## src/rtl/shift_sub_divider.sv

```systemverilog
// Iterative restoring (shift-and-subtract) unsigned divider with in_valid/stall/out_valid handshake.
// Optional macro DIV_EARLY_EXIT_EN enables the operand-dependent early exit (timing-leaky variant).
module shift_sub_divider #(
  parameter int unsigned WIDTH = 4
) (
  input  logic             clk,
  input  logic             rst_n,
  input  logic             in_valid,
  input  logic             stall,
  input  logic [WIDTH-1:0] a,
  input  logic [WIDTH-1:0] b,
  output logic [WIDTH-1:0] q,
  output logic [WIDTH-1:0] r,
  output logic             out_valid,
  output logic             busy
);

  localparam int unsigned CW = $clog2(WIDTH) + 1;

  typedef enum logic [1:0] {
    IDLE = 2'd0,
    CALC = 2'd1,
    DONE = 2'd2
  } state_t;

  state_t           state_q, state_d;
  logic [WIDTH-1:0] rem_q, rem_d;
  logic [WIDTH-1:0] quo_q, quo_d;
  logic [WIDTH-1:0] dvs_q, dvs_d;
  logic [CW-1:0]    cnt_q, cnt_d;
  logic [WIDTH-1:0] res_q_q, res_q_d;
  logic [WIDTH-1:0] res_r_q, res_r_d;

  logic [WIDTH:0]   trial;
  logic [WIDTH-1:0] rem_sub;
  logic             fits;
  logic [CW-1:0]    cnt_inc;
  logic [WIDTH-1:0] rem_next;
  logic [WIDTH-1:0] quo_next;

  // Partial remainder stays below the divisor, so the difference always fits in WIDTH bits.
  always_comb begin
    trial    = {rem_q, quo_q[WIDTH-1]};
    fits     = (trial >= {1'b0, dvs_q});
    rem_sub  = trial[WIDTH-1:0] - dvs_q;
    rem_next = fits ? rem_sub : trial[WIDTH-1:0];
    quo_next = {quo_q[WIDTH-2:0], fits};
    cnt_inc  = cnt_q + CW'(1);
  end

  always_comb begin
    state_d = state_q;
    rem_d   = rem_q;
    quo_d   = quo_q;
    dvs_d   = dvs_q;
    cnt_d   = cnt_q;
    res_q_d = res_q_q;
    res_r_d = res_r_q;

    unique case (state_q)
      IDLE: begin
        if (in_valid) begin
          quo_d   = a;
          dvs_d   = b;
          rem_d   = '0;
          cnt_d   = '0;
          state_d = CALC;
`ifdef DIV_EARLY_EXIT_EN
          if (b == '0) begin
            res_q_d = '1;
            res_r_d = a;
            state_d = DONE;
          end else if (a < b) begin
            res_q_d = '0;
            res_r_d = a;
            state_d = DONE;
          end
`endif
        end
      end
      CALC: begin
        rem_d = rem_next;
        quo_d = quo_next;
        cnt_d = cnt_inc;
        if (cnt_inc == CW'(WIDTH)) begin
          res_q_d = quo_next;
          res_r_d = rem_next;
          state_d = DONE;
        end
      end
      DONE: begin
        state_d = IDLE;
      end
      default: begin
        state_d = IDLE;
      end
    endcase
  end

  always_ff @(posedge clk or negedge rst_n) begin
    if (!rst_n) begin
      state_q <= IDLE;
      rem_q   <= '0;
      quo_q   <= '0;
      dvs_q   <= '0;
      cnt_q   <= '0;
      res_q_q <= '0;
      res_r_q <= '0;
    end else if (!stall) begin
      state_q <= state_d;
      rem_q   <= rem_d;
      quo_q   <= quo_d;
      dvs_q   <= dvs_d;
      cnt_q   <= cnt_d;
      res_q_q <= res_q_d;
      res_r_q <= res_r_d;
    end
  end

  assign q         = res_q_q;
  assign r         = res_r_q;
  assign out_valid = (state_q == DONE);
  assign busy      = (state_q != IDLE);

endmodule
```

## config.mk

```make
export PLATFORM = sky130hd
export DESIGN_NAME = shift_sub_divider
export DESIGN_NICKNAME = d
export VERILOG_FILES = /design/src/rtl/shift_sub_divider.sv
export SDC_FILE = /design/constraint.sdc
export NUM_CORES = 1
export LEC_CHECK = 0
export BUFFER_PORTS_ARGS = -buffer_cell sky130_fd_sc_hd__buf_4
export CELL_PAD_IN_SITES_DETAIL_PLACEMENT = 1
export CELL_PAD_IN_SITES_GLOBAL_PLACEMENT = 2
export CORE_MARGIN = 1
export CORE_UTILIZATION = 35
export CTS_BUF_LIST = sky130_fd_sc_hd__clkbuf_16
export CTS_CLUSTER_SIZE = 40
export DETAILED_ROUTE_END_ITERATION = 6
export PLACE_DENSITY = 0.77
export REMOVE_ABC_BUFFERS = 1
export SETUP_SLACK_MARGIN = 0.15
export SLEW_MARGIN = 10
export SYNTH_ARGS = -nofsm -noshare
export SYNTH_HDL_FRONTEND = slang
export SYNTH_SLANG_ARGS = --single-unit
export TNS_END_PERCENT = 20
```

## constraint.sdc

```tcl
create_clock -name clk -period 2.65 [get_ports clk]
set_clock_uncertainty 0.15 [all_clocks]
set_input_delay 0.265 -clock clk [delete_from_list [all_inputs] [get_ports clk]]
set_output_delay 0.265 -clock clk [all_outputs]
set_load 0.005 [all_outputs]
```

### After elaboration in Yosys (flattened, before gate mapping)

Cells that the tools add are included.

* register bits: 25
* output and inout port bits: 10
* word-level logic and storage cells: 33
* memories: 0
* latch bits: 0
* input port bits: 12
* memory bits (writable): 0
* ROM bits: 0

* div/mod/pow operators: 0
* $add $sub $neg: 2
* bitwise gates (word level): 1
* equality and inequality tests: 5
* mux-type cells: 10
* multipliers: 0
* reductions and logical operators: 7
* shift-type cells: 0
* magnitude comparators: 1

Operators by type and width (count)
* one-hot mux 4 bit (2 select lines): 2
* two-way mux 4 bit: 3
* AND reduction 3 bit: 4
* one-hot mux 3 bit (2 select lines): 1
* >= comparator 5 x 4 -> 1 bit: 1
* two-way mux 2 bit: 2
* != test 2 bit, second input constant: 2
* one-hot mux 2 bit (2 select lines): 1
* nonzero test 2 bit: 2
* subtractor 4 bit: 1
* adder 3 x 1 -> 3 bit, second input constant: 1
* == test 3 bit, second input constant: 1
* two-way mux 3 bit: 1
* == test 2 x 1 -> 1 bit, second input constant: 1
* == test 2 bit, second input constant: 1
* logical NOT 2 bit: 1
* NOT 1 bit: 1

### Depth between registers and ports, before layout

* word-level depth: 4
* gate-level depth with buffers: 7
* mapped depth without buffers: 7

### Worst setup path after synthesis

No wires, ideal clock.

* path kind: register to register
* start point: register rem_q[1]
* end point: register rem_q[0]
* setup time: 74 ps
* required time: 2426 ps
* slack: 709 ps
* data arrival time: 1717 ps
* cell stages (with the launch flop): 6
* clock period less this slack: 1941 ps
* buffers on the path: 0
* cells stage by stage: dfrtp_1 -> ha_1 -> or2_2 -> a21boi_4 -> mux2_2 -> o21ai_2

* cells in the longest elaborated chain, start to end: 3

RTL lines
* start, declared: RTL line 27 `logic [WIDTH-1:0] rem_q, rem_d;`
* start signal, assigned: RTL line 111 `rem_q <= rem_d;`
* >= comparator 5 x 4 -> 1 bit: RTL line 44 `fits = (trial >= {1'b0, dvs_q});`
* two-way mux 4 bit: RTL line 46 `rem_next = fits ? rem_sub : trial[WIDTH-1:0];`
* one-hot mux 4 bit (2 select lines): RTL line 60 `unique case (state_q)`

No other way between the ends.
A chain may end at the register's enable or synchronous reset.

### Final worst setup path

* start point: register rem_q[1]
* end point: register rem_q[2]

* cells in the longest elaborated chain, start to end: 3
* elaborated cells on any way between the ends: 4
* those cells by class: add/sub: 1; order compare: 1; mux: 2

RTL lines (RTL line)
* subtractor 4 bit or >= comparator 5 x 4 -> 1 bit (tied branches): 45, 44
* two-way mux 4 bit (*): 46
* one-hot mux 4 bit (2 select lines) (*): 60

Every way passes the cells marked *; elsewhere a longest branch is shown, timed or not.

==> impl_metrics.py <==
metrics = {
    "run_status": {
        "status": "complete, no violations",
    },
    "route": {
        "drc": 0,
        "wire_per_inst_um": 15.76,
        "vias": 1008,
        "drtPass1Iterations": 4,
        "detail-route-antenna-nets": 0,
        "post_drt_via_cell_ratio": 5.117,
        "drt-total-wl_um": 3104,
        "first_iter_violations": 12,
    },
    "clocking": {
        "ctsLongestPathBuffers": 2,
        "root_buffer": "clkbuf_16",
        "clk_latency_ns": 0.26,
        "cts_resized": 0,
        "post_cts_buffers": 0,
        "cts.clk_slew.worst_paths_ns": 0.07,
        "h-tree-depth": 1,
        "clock-sinks": 25,
        "cts_tree": "done",
        "cts_buffers": 3,
    },
    "sta": {
        "hold_viol_final": 0,
        "timing.final.crit_share": 0.8065,
        "finalSetupViolCount": 0,
        "worstMarginPinSlew_ns": 0.7085,
        "fmax_ghz": 0.4679,
        "relSlewSlack": 0.5227,
        "grt_setup_unrepaired": "no",
        "setup-tns-final_ns": 0,
        "finalCriticalPeriod_ns": 2.137,
        "drv_slew": 0,
        "setup_slack_ns": 0.5127,
    },
    "power_and_ir_drop": {
        "p_per_area_mw_per_mm2": 1052,
        "p_total_mw": 1.737,
        "ir_worst_vdd_mv": 0.4833,
        "p_leak_nw": 0.7920,
    },
    "floorplan": {
        "ios": 22,
        "start_util": 0.3657,
        "rows": 22,
        "core_mm2": 0.003689,
        "die_area_mm2": 0.004106,
        "die_height_um": 64.08,
        "fp.dieW_um": 64.08,
    },
    "yosys": {
        "syn_area_mm2": 0.001349,
        "avgSynthCellArea_um2": 10.88,
        "netlist.area_leader.share": 0.4638,
        "synth_cell_types": 32,
        "yosysSeqAreaShare": 0.4638,
        "synth_cells": 124,
        "synth_top_cell_by_area": "dfrtp_1",
        "synth.area.top_cells": "dfrtp_1 (46%), ha_1 (5.6%), nand2_1 (5.3%)",
        "yosys_warnings": 0,
        "ys_ff_latch": 25,
    },
    "global_route": {
        "grt.total_usage": 0.1744,
        "grt_overflow": 0,
        "grt_max_degree": 26,
        "grt_pass1_vias": 1036,
        "antenna_found_initial": 0,
        "grt_first_pass_wirelength_um": 5340,
    },
    "final_layout": {
        "finalCoreUtilization": 0.4474,
        "diodes": 0,
        "drive_gt1_frac": 0.3221,
        "most-common-layout-cells": "dfrtp_1 (25), buf_4 (22), nand2_1 (19), o21ai_0 (12), o21ai_2 (7)",
        "final_cells": 197,
        "nets": 169,
        "area_delta_synth_final_pct": 22.36,
        "regArea_um2": 625.6,
        "mostFrequentLayoutCell": "dfrtp_1",
        "nFillCells": 423,
        "multi_input_area_um2": 688.2,
    },
    "critical_path": {
        "path_cells": "ha_1 > or2_2 > a21boi_4 > mux2i_1 > o21ai_1",
        "cp_max_fo": 6,
        "critPathKind": "reg2reg",
        "slowest_stage": "dfrtp_1",
        "slowest_delay_ns": 0.42,
        "arrival_ns": 2.13,
        "cp-start-kind": "flip-flop",
        "cp-end-kind": "flip-flop",
        "cp.required_ns": 2.64,
    },
    "min_path": {
        "hp-class": "in2reg",
    },
    "place": {
        "port_buffers": 21,
        "finalWeightedCongestion": 0.7451,
        "dp_cells": 192,
        "post-dp-hpwl_um": 2259,
        "pre_cts_ws_ns": 0.5666,
    },
    "flow_run": {
        "cap_viol_max_count": 0,
    },
}
stage by stage:
stage	cell area, um^2	hold slack, ns
finish	1650	0.05053
floorplan	1333	-0.1806
global route	1650	0.07904
global placement	1558	0.03846
CTS	1650	0.04976
detailed placement	1558	0.04809
cell usage after synthesis (all sizes together):
cell type	n
dfrtp	25
o21ai	21
nand2	19
ha	6
nor2	6
a21oi	5
inv	5
mux2	5
mux2i	5
a31oi	3
xor2	3
buf	2
nor2b	2
nor3b	2
o22ai	2
or2	2
a21boi	1
a21o	1
a22o	1
a22oi	1
and2b	1
fa	1
nand2b	1
nand3	1
nor3	1
o22a	1
or3b	1
registers in the layout, summed over array words and instances (netlist names):
register,cells
cnt_q,3
dvs_q,4
q,4
quo_q,4
r,4
rem_q,4
state_q,2
per-layer routing:
metal / vias to the layer above / share of wire / GRT usage
met4: 0 / 0.012 / 0.04261
li1: 485 / - / -
met2: 16 / 0.49 / 0.2859
met5: - / 0 / 0
met1: 502 / 0.47 / 0.2328
met3: 5 / 0.035 / 0.03750
critical path, delay by kind of cell, from the launching register on:
family	cells	cell delay, ns
muxes	1	0.37
and+or+nand+nor	1	0.33
adders and majority gates	1	0.39
AOI/OAI and AO/OA	2	0.36
DFF	1	0.42
final timing paths:
check                               from       end  slack (ns)  depth (start not counted)
worst max-delay path            rem_q[1]  rem_q[2]        0.51                          5
worst min-delay path                b[1]  dvs_q[1]        0.05                          3
worst max register to register  rem_q[1]  rem_q[2]        0.51                          5
worst min register to register      r[1]      r[1]        0.34                          2
max in group asynchronous          rst_n  quo_q[0]        1.80                          2
min in group asynchronous          rst_n  rem_q[2]        0.30                          2
logic make-up after synthesis:
group,Yosys count,share of synthesized area
AOI/OAI and AO/OA,36,0.1790
DFF,25,0.4638
and+or+nand+nor,36,0.1540
buffers and inverters,7,0.02597
muxes,10,0.08720
adders and majority gates,7,0.07050
xor gates and xnor gates,3,0.01948
timing repair:
action                                  in CTS  in global routing
endpoints found under the setup margin       0                  0
hold endpoints to repair                    25                  0
hold buffers                                 1                  0
final cells by class:
cell class | instances | share of cell area
multi-input combinational | 92 | 0.4170
sequential | 25 | 0.3791
timing repair buffer | 23 | 0.1061
clock buffer | 3 | 0.04549
tap | 48 | 0.03639
inverter | 5 | 0.01137
clock inverter | 1 | 0.004549
report_power, final:
group | internal [mW] | switching, mW
Combinational | 0.365 | 0.421
Clock | 0.205 | 0.141
Sequential | 0.508 | 0.0968
Note: power is estimated with default switching activity, not from simulation.
